### config.mk
export PLATFORM = sky130hd
export DESIGN_NAME = cs_controller
export DESIGN_NICKNAME = d
export VERILOG_FILES = /design/src/rtl/cs_controller.sv
export SDC_FILE = /design/constraint.sdc
export NUM_CORES = 1
export LEC_CHECK = 0
export ABC_AREA = 1
export CORE_ASPECT_RATIO = 1.75
export CORE_MARGIN = 2
export CORE_UTILIZATION = 40
export CTS_CLUSTER_SIZE = 28
export DETAILED_ROUTE_END_ITERATION = 10
export PLACE_DENSITY = 0.66
export SKIP_LAST_GASP = 1
export SYNTH_ARGS = -nofsm -noshare
export SYNTH_HDL_FRONTEND = slang
export SYNTH_SLANG_ARGS = --single-unit
### constraint.sdc
create_clock -name clk -period 3.7 [get_ports clk]
set_clock_uncertainty 0.05 [all_clocks]
set_input_delay 0.37 -clock clk [delete_from_list [all_inputs] [get_ports clk]]
set_output_delay 0.37 -clock clk [all_outputs]
set_load 0.05 [all_outputs]
### src/rtl/cs_controller.sv
// ---------------------------------------------------------------------------
// cs_controller
//
// Harvests entropy from a coherent sampler. The sampler raises req
// (asynchronous to clk) with a stable counter value on cnt. The controller
// captures the LSB of each count into a shift register, and acknowledges the
// sampler so it clears req and restarts. Once OUT_WIDTH bits are assembled,
// the word is offered on data/valid. The sampler is held acknowledged (idle)
// until the consumer takes the word.
//
// Optional feature: define CS_CTRL_HEALTH_EN to build the repetition/zero
// health test that drives a sticky alarm. Without it, alarm is constant 0
// and no comparison logic exists.
//
// Parameters
//   CNT_WIDTH  width of the sampler counter bus
//   OUT_WIDTH  entropy bits per output word (2..32)
//   REP_LIMIT  identical consecutive counts that raise alarm (health test)
//
// Ports
//   clk      in   system clock, rising edge
//   rstN     in   asynchronous active-low reset
//   en       in   1 = harvest, 0 = park the sampler (ack held high)
//   req      in   sampler request, asynchronous, synchronised internally
//   cnt      in   sampler count, stable while req is high
//   ack      out  acknowledge to sampler (registered)
//   data     out  assembled entropy word, first captured bit in the MSB
//   valid    out  data is valid
//   ready    in   consumer accepts data when valid && ready
//   lastCnt  out  last captured raw count
//   alarm    out  sticky health-test failure
// ---------------------------------------------------------------------------
module cs_controller #(
    parameter int CNT_WIDTH = 16,
    parameter int OUT_WIDTH = 8,
    parameter int REP_LIMIT = 4
) (
    input  logic                 clk,
    input  logic                 rstN,
    input  logic                 en,
    input  logic                 req,
    input  logic [CNT_WIDTH-1:0] cnt,
    output logic                 ack,
    output logic [OUT_WIDTH-1:0] data,
    output logic                 valid,
    input  logic                 ready,
    output logic [CNT_WIDTH-1:0] lastCnt,
    output logic                 alarm
);

    localparam int BIT_W = $clog2(OUT_WIDTH + 1);

    typedef enum logic [2:0] {
        PARK,
        WAIT_REQ,
        CAPTURE,
        WAIT_REL,
        STALL
    } state_t;

    // -----------------------------------------------------------------------
    // Reset release synchroniser. Assertion is immediate; release ripples
    // through two flops so the FSM cannot move before the second clk edge
    // after rstN rises.
    // -----------------------------------------------------------------------
    logic [1:0] rst_sync_q;
    logic       run;

    always_ff @(posedge clk or negedge rstN) begin
        if (!rstN) begin
            rst_sync_q <= 2'b00;
        end else begin
            rst_sync_q <= {rst_sync_q[0], 1'b1};
        end
    end

    assign run = rst_sync_q[1];

    // -----------------------------------------------------------------------
    // Two-flop synchroniser for req. Nothing else looks at req directly.
    // -----------------------------------------------------------------------
    logic [1:0] req_sync_q;
    logic       req_s;

    always_ff @(posedge clk or negedge rstN) begin
        if (!rstN) begin
            req_sync_q <= 2'b00;
        end else begin
            req_sync_q <= {req_sync_q[0], req};
        end
    end

    assign req_s = req_sync_q[1];

    // -----------------------------------------------------------------------
    // Datapath and FSM registers
    // -----------------------------------------------------------------------
    state_t               state_q, state_d;
    logic                 ack_q, ack_d;
    logic                 valid_q, valid_d;
    logic [OUT_WIDTH-1:0] data_q, data_d;
    logic [CNT_WIDTH-1:0] last_cnt_q, last_cnt_d;
    logic [BIT_W-1:0]     bit_cnt_q, bit_cnt_d;
    logic                 capture;
    logic                 health_stop;

    always_ff @(posedge clk or negedge rstN) begin
        if (!rstN) begin
            state_q    <= PARK;
            ack_q      <= 1'b1;
            valid_q    <= 1'b0;
            data_q     <= '0;
            last_cnt_q <= '0;
            bit_cnt_q  <= '0;
        end else begin
            state_q    <= state_d;
            ack_q      <= ack_d;
            valid_q    <= valid_d;
            data_q     <= data_d;
            last_cnt_q <= last_cnt_d;
            bit_cnt_q  <= bit_cnt_d;
        end
    end

    // -----------------------------------------------------------------------
    // Next-state and datapath logic.
    //
    // The capture itself (lastCnt load, bit shift, bit count) happens on the
    // WAIT_REQ -> CAPTURE transition, so lastCnt updates three edges after
    // req rises. The CAPTURE cycle then decides whether the word is complete.
    //
    // en low (or a raised alarm) overrides only the next state: a word that
    // completes in CAPTURE is still published and its bit count cleared, and
    // partial words simply stay in data_q/bit_cnt_q while parked.
    //
    // ack is registered from the next state, so it falls in the same cycle
    // the FSM enters WAIT_REQ and never has a combinational input path.
    // -----------------------------------------------------------------------
    always_comb begin
        state_d    = state_q;
        valid_d    = valid_q;
        data_d     = data_q;
        last_cnt_d = last_cnt_q;
        bit_cnt_d  = bit_cnt_q;
        capture    = 1'b0;

        if (valid_q && ready) begin
            valid_d = 1'b0;
        end

        if (run) begin
            case (state_q)
                PARK: begin
                    if (en && !valid_q && !health_stop) begin
                        state_d = WAIT_REL;
                    end
                end
                WAIT_REL: begin
                    if (!req_s) begin
                        state_d = WAIT_REQ;
                    end
                end
                WAIT_REQ: begin
                    if (req_s) begin
                        state_d = CAPTURE;
                        capture = 1'b1;
                    end
                end
                CAPTURE: begin
                    if (bit_cnt_q == BIT_W'(OUT_WIDTH)) begin
                        bit_cnt_d = '0;
                        valid_d   = !health_stop;
                        state_d   = STALL;
                    end else begin
                        state_d = WAIT_REL;
                    end
                end
                STALL: begin
                    if (!valid_q) begin
                        state_d = WAIT_REL;
                    end
                end
                default: begin
                    state_d = PARK;
                end
            endcase

            if (!en || health_stop) begin
                state_d = PARK;
                capture = 1'b0;
            end

            if (capture) begin
                last_cnt_d = cnt;
                data_d     = {data_q[OUT_WIDTH-2:0], cnt[0]};
                bit_cnt_d  = bit_cnt_q + 1'b1;
            end
        end

        ack_d = (state_d != WAIT_REQ) && (state_d != CAPTURE);
    end

`ifdef CS_CTRL_HEALTH_EN
    // -----------------------------------------------------------------------
    // Health test: repetition count of identical consecutive captures, plus
    // a stuck-at-zero check. The repetition counter saturates at REP_LIMIT.
    // -----------------------------------------------------------------------
    localparam int REP_W = $clog2(REP_LIMIT + 1);

    logic [REP_W-1:0] rep_cnt_q, rep_cnt_d;
    logic             alarm_q, alarm_d;

    always_ff @(posedge clk or negedge rstN) begin
        if (!rstN) begin
            rep_cnt_q <= '0;
            alarm_q   <= 1'b0;
        end else begin
            rep_cnt_q <= rep_cnt_d;
            alarm_q   <= alarm_d;
        end
    end

    // Compare against the previous lastCnt before it is overwritten.
    always_comb begin
        rep_cnt_d = rep_cnt_q;
        alarm_d   = alarm_q;
        if (capture) begin
            if (cnt == last_cnt_q) begin
                if (rep_cnt_q != REP_W'(REP_LIMIT)) begin
                    rep_cnt_d = rep_cnt_q + 1'b1;
                end
            end else begin
                rep_cnt_d = REP_W'(1);
            end
            if ((rep_cnt_d == REP_W'(REP_LIMIT)) || (cnt == '0)) begin
                alarm_d = 1'b1;
            end
        end
    end

    assign health_stop = alarm_q;
    assign alarm       = alarm_q;
`else
    // REP_LIMIT is meaningful only to the health test; the constant-false
    // term keeps it referenced so both builds share one parameter list.
    assign health_stop = 1'b0;
    assign alarm       = (REP_LIMIT < 0);
`endif

    assign ack     = ack_q;
    assign valid   = valid_q;
    assign data    = data_q;
    assign lastCnt = last_cnt_q;

endmodule

## Yosys cells after proc, flatten, opt, wreduce, memory -nomap -nowiden

Cells that the tools add are included.

| storage, ports and cells | value |
|---|---|
| bits in registers | 37 |
| input bits | 21 |
| output and inout bits | 27 |

| operators by class | value |
|---|---|
| add/sub/neg operators | 1 |
| equal/unequal tests | 7 |
| muxes and demuxes | 19 |
| reduce and logical (&&, ||, !) cells | 9 |

Operators with widths:

| operator | number |
|---|---|
| 2-to-1 mux 3 bit | 7 |
| one-hot mux 3 bit (5 select lines) | 1 |
| 2-to-1 mux 4 bit | 3 |
| 2-to-1 mux 1 bit | 8 |
| equality test 3 x 2 -> 1 bit, second input constant | 2 |
| adder 4 x 1 -> 4 bit, second input constant | 1 |
| equality test 4 bit, second input constant | 1 |
| nonzero test 2 bit | 2 |
| equality test 3 x 1 -> 1 bit, second input constant | 1 |
| equality test 3 bit, second input constant | 1 |
| logical AND 1 bit | 3 |
| zero test 3 bit | 1 |
| inequality test 3 x 1 -> 1 bit, second input constant | 1 |
| inequality test 3 x 2 -> 1 bit, second input constant | 1 |
| AND reduction 3 bit | 1 |
| AND reduction 2 bit | 1 |
| zero test 1 bit | 1 |

## Longest topological paths before layout

| depth | value |
|---|---|
| depth in word-level cells | 8 |
| gate-level depth with buffers | 11 |
| gate-level depth less buffers | 11 |

## Worst setup path after synthesis

Ideal clock, no wire load.

| timing | value |
|---|---|
| path type | register -> register |
| start | register bit_cnt_q[0] |
| end | register bit_cnt_q[2] |
| library setup time | 0.119 ns |
| arrival time | 1.215 ns |
| slack | 2.316 ns |
| stages on the path, launching flop included | 10 |
| clock period less this slack | 1.384 ns |
| cell sequence | dfrtp_1 inv_1 ha_1 nand2_1 nor2_1 nand4_1 nand2_2 nand3_1 nand2_1 nor2_1 |

| on the way | value |
|---|---|
| longest elaborated chain between the ends | 3 |

RTL lines:

| what | RTL line | source |
|---|---|---|
| start: declaration | 103 | `logic [BIT_W-1:0] bit_cnt_q, bit_cnt_d;` |
| start signal: assignment | 121 | `bit_cnt_q <= bit_cnt_d;` |
| branches (longest 3 deep; another with adder 4 x 1 -> 4 bit) | -- |  |

Parallel ways; which one is timed is not known.
A chain may end at the register's enable or synchronous reset.

## Worst setup path in the final report

| timing | value |
|---|---|
| start | register ack_q, in the netlist ack |
| end | output ack |

RTL lines:

| what | RTL line | source |
|---|---|---|
| start: declaration | 99 | `logic ack_q, ack_d;` |
| start signal: assignment | 117 | `ack_q <= ack_d;` |
| end: declaration | 43 | `output logic ack,` |

No word-level cell between the ends.

==> impl_metrics.ini <==
[final_layout]
finish.instance_area_sq_um = 2220
multiInputGateArea_sq_um = 578
diodes = 0
stdcell_count = 279
n_fill_cell = 368
layout-drive-gt1-share_pct = 11.3
nNetsFinal = 253
mostFrequentLayoutCells = nand2_1 (74), clkdlybuf4s50_1 (46), dfrtp_1 (35)
fin_util_pct = 58.0
syn_to_final_growth_pct = 39.7
layout_commonest_cell = nand2_1
ff_latch_area_sq_um = 902

[placement]
gp_congestion = 0.711
placed_cell_area_sq_um = 2060
dp_cells = 271
post-dp-hpwl_microns = 2270
place_ws_ns = 1.75
portBuffers = 46

[run_status]
outcome = completed

[synth]
synth_flop_cell = dfrtp_1
yosys-top-cells-area = dfrtp_1 (55%), nand2_1 (17%), nand2_2 (4.7%), nor2_1 (3.8%), inv_1 (2.6%)
synthXorXnorAreaFrac_pct = 0.551
synth_compound_area_share_pct = 2.99
synth_nets = 205
synth_largest_area_cell = dfrtp_1
netlist_instances = 182
async_flop_share_pct = 100
synthDistinctLibCells = 23
yosys.area_share.simple_pct = 30.8
synth_top_family_by_area = simple AND/OR/NAND/NOR gates
syn_area_sq_um = 1590
synth_sequential_area_ratio_pct = 56.7
synth_edf_count = 0
yosysWarnings = 0
synth.mux.area_fraction_pct = 0
synthAdderAreaFrac_pct = 1.57
synth_top_area_share_pct = 55.1
synth-seq-cells = 36
syn_avg_cell_area_sq_um = 8.74

[timing]
worstMarginPinSlew_ns = 0.503
fin_setup_tns_ns = 0
timing.hold.ws_ns = 0.294
slew-limit-headroom_pct = 66.4
max_clock_freq_mhz = 496
fin_crit_sh_pct = 54.5
drv_slew = 0
finalWorstSetupSlack_ns = 1.68
rsz0062_at_grt = no
hold_viol = 0
finalSetupViolCount = 0
finalCriticalPeriod_ns = 2.02

[flow_run]
cap_violations = 0

[clock_network]
htreeDepth = 2
clock_latency_ns = 0.29
cts_tree = done
cts_sinks = 36
cts_root_buffer = clkbuf_8
cts_resized = 0
clkSlewWorstSetupHoldPaths_ns = 0.08
post-cts-setup-buffers = 0
hold_buffers = 0
cts-buffers-inserted = 5
clockBufferDepth = 2

[worst_setup_path]
criticalPathCategory = reg2out
cpMaxStageDelayCell = clkdlybuf4s50_1
crit_arrival_ns = 1.60
worstPathCellList = clkdlybuf4s50_1
r2r_cells = 7
crit_fanout = 1
critPathTopFamily = buffers and inverters
start_kind = flip-flop
required_ns = 3.28
slowest_delay_ns = 0.79
critPathBufInv = 1
cp_num_cells = 1
end_kind = output port

[power]
power_mw = 1.73
powerDensity_nw_per_um2 = 778
p_leak_nw = 1.13
vdd_drop_max_v = 0.000439

[global_routing]
grt_max_degree = 37
grt_pass1_vias = 1261
globalRouteOverflowTotal = 0
grt_pass1_wl_microns = 5750
groute.usage.overall_pct = 17.5
antenna_found_initial = 0

[detailed_routing]
wirelength_microns = 3310
vias = 1291
antenna_left = 0
drt_iter0_drc = 27
drtPass1Iterations = 4
drc_errors = 0
wire_per_inst_microns = 11.9
viasPerCell = 4.63

[floorplanning]
io_pins = 48
die_w_microns = 51.7
die-area_sq_um = 4520
fp-row-count = 30
die_h_microns = 87.4
core_region_area_sq_um = 3830
start_util_pct = 41.5

[worst_hold_path]
hold_class = reg2reg
hold_path_depth = 0
cells by family after synthesis:
family	after synthesis
buf+inv	19
other cells	2
compound gates	9
xor+xnor	1
fa+ha+maj	2
flops	36
simple gates	113
registers in the layout, summed over array words and instances (netlist names):
register / flops
lastCnt: 15
state_q: 3
req_sync_q: 2
ack: 1
bit_cnt_q: 4
data: 8
rst_sync_q: 2
valid: 1
worst paths after layout:
kind                                    start       endpoint  slack [ns]
max in group asynchronous                rstN            ack        2.82
worst max-delay path                      ack            ack        1.68
worst min-delay path            req_sync_q[0]  req_sync_q[1]        0.29
worst min register to register  req_sync_q[0]  req_sync_q[1]        0.29
min in group asynchronous                rstN     state_q[0]        0.44
worst max register to register     state_q[2]     lastCnt[8]        2.08
synth_stat cells (2+ instances only):
cell type and instances:
a21oi_1 5, buf_2 2, buf_4 2, conb_1 2
dfrtp_1 35, ha_1 2, inv_1 11, nand2_1 74
nand2_2 12, nand3_1 7, nor2_1 16, o21ai_0 3
layer usage:
layer | up-vias | track usage (%) | routed length (microns) | share of wire (%)
met3 | 8 | 4.81 | 178 | 5.4
met2 | 35 | 27.7 | 1700 | 51
met5 | - | 0 | 0 | 0
met4 | 0 | 10.0 | 89 | 2.7
met1 | 605 | 20.9 | 1350 | 41
li1 | 643 | - | - | -
layout make-up:
class,instances,share of cell area [%]
Clock buffer,5,3.10
Clock inverter,3,4.06
Multi-Input combinational cell,127,26.0
Timing Repair Buffer,47,21.1
Tap cell,48,2.70
Sequential cell,36,40.6
Inverter,13,2.42
power by group:
part	total [mW]	switching, mW	internal (mW)
Combinational	0.675	0.451	0.224
Clock	0.484	0.147	0.337
Sequential	0.569	0.0715	0.497
Power figures use the tool's default switching activity.
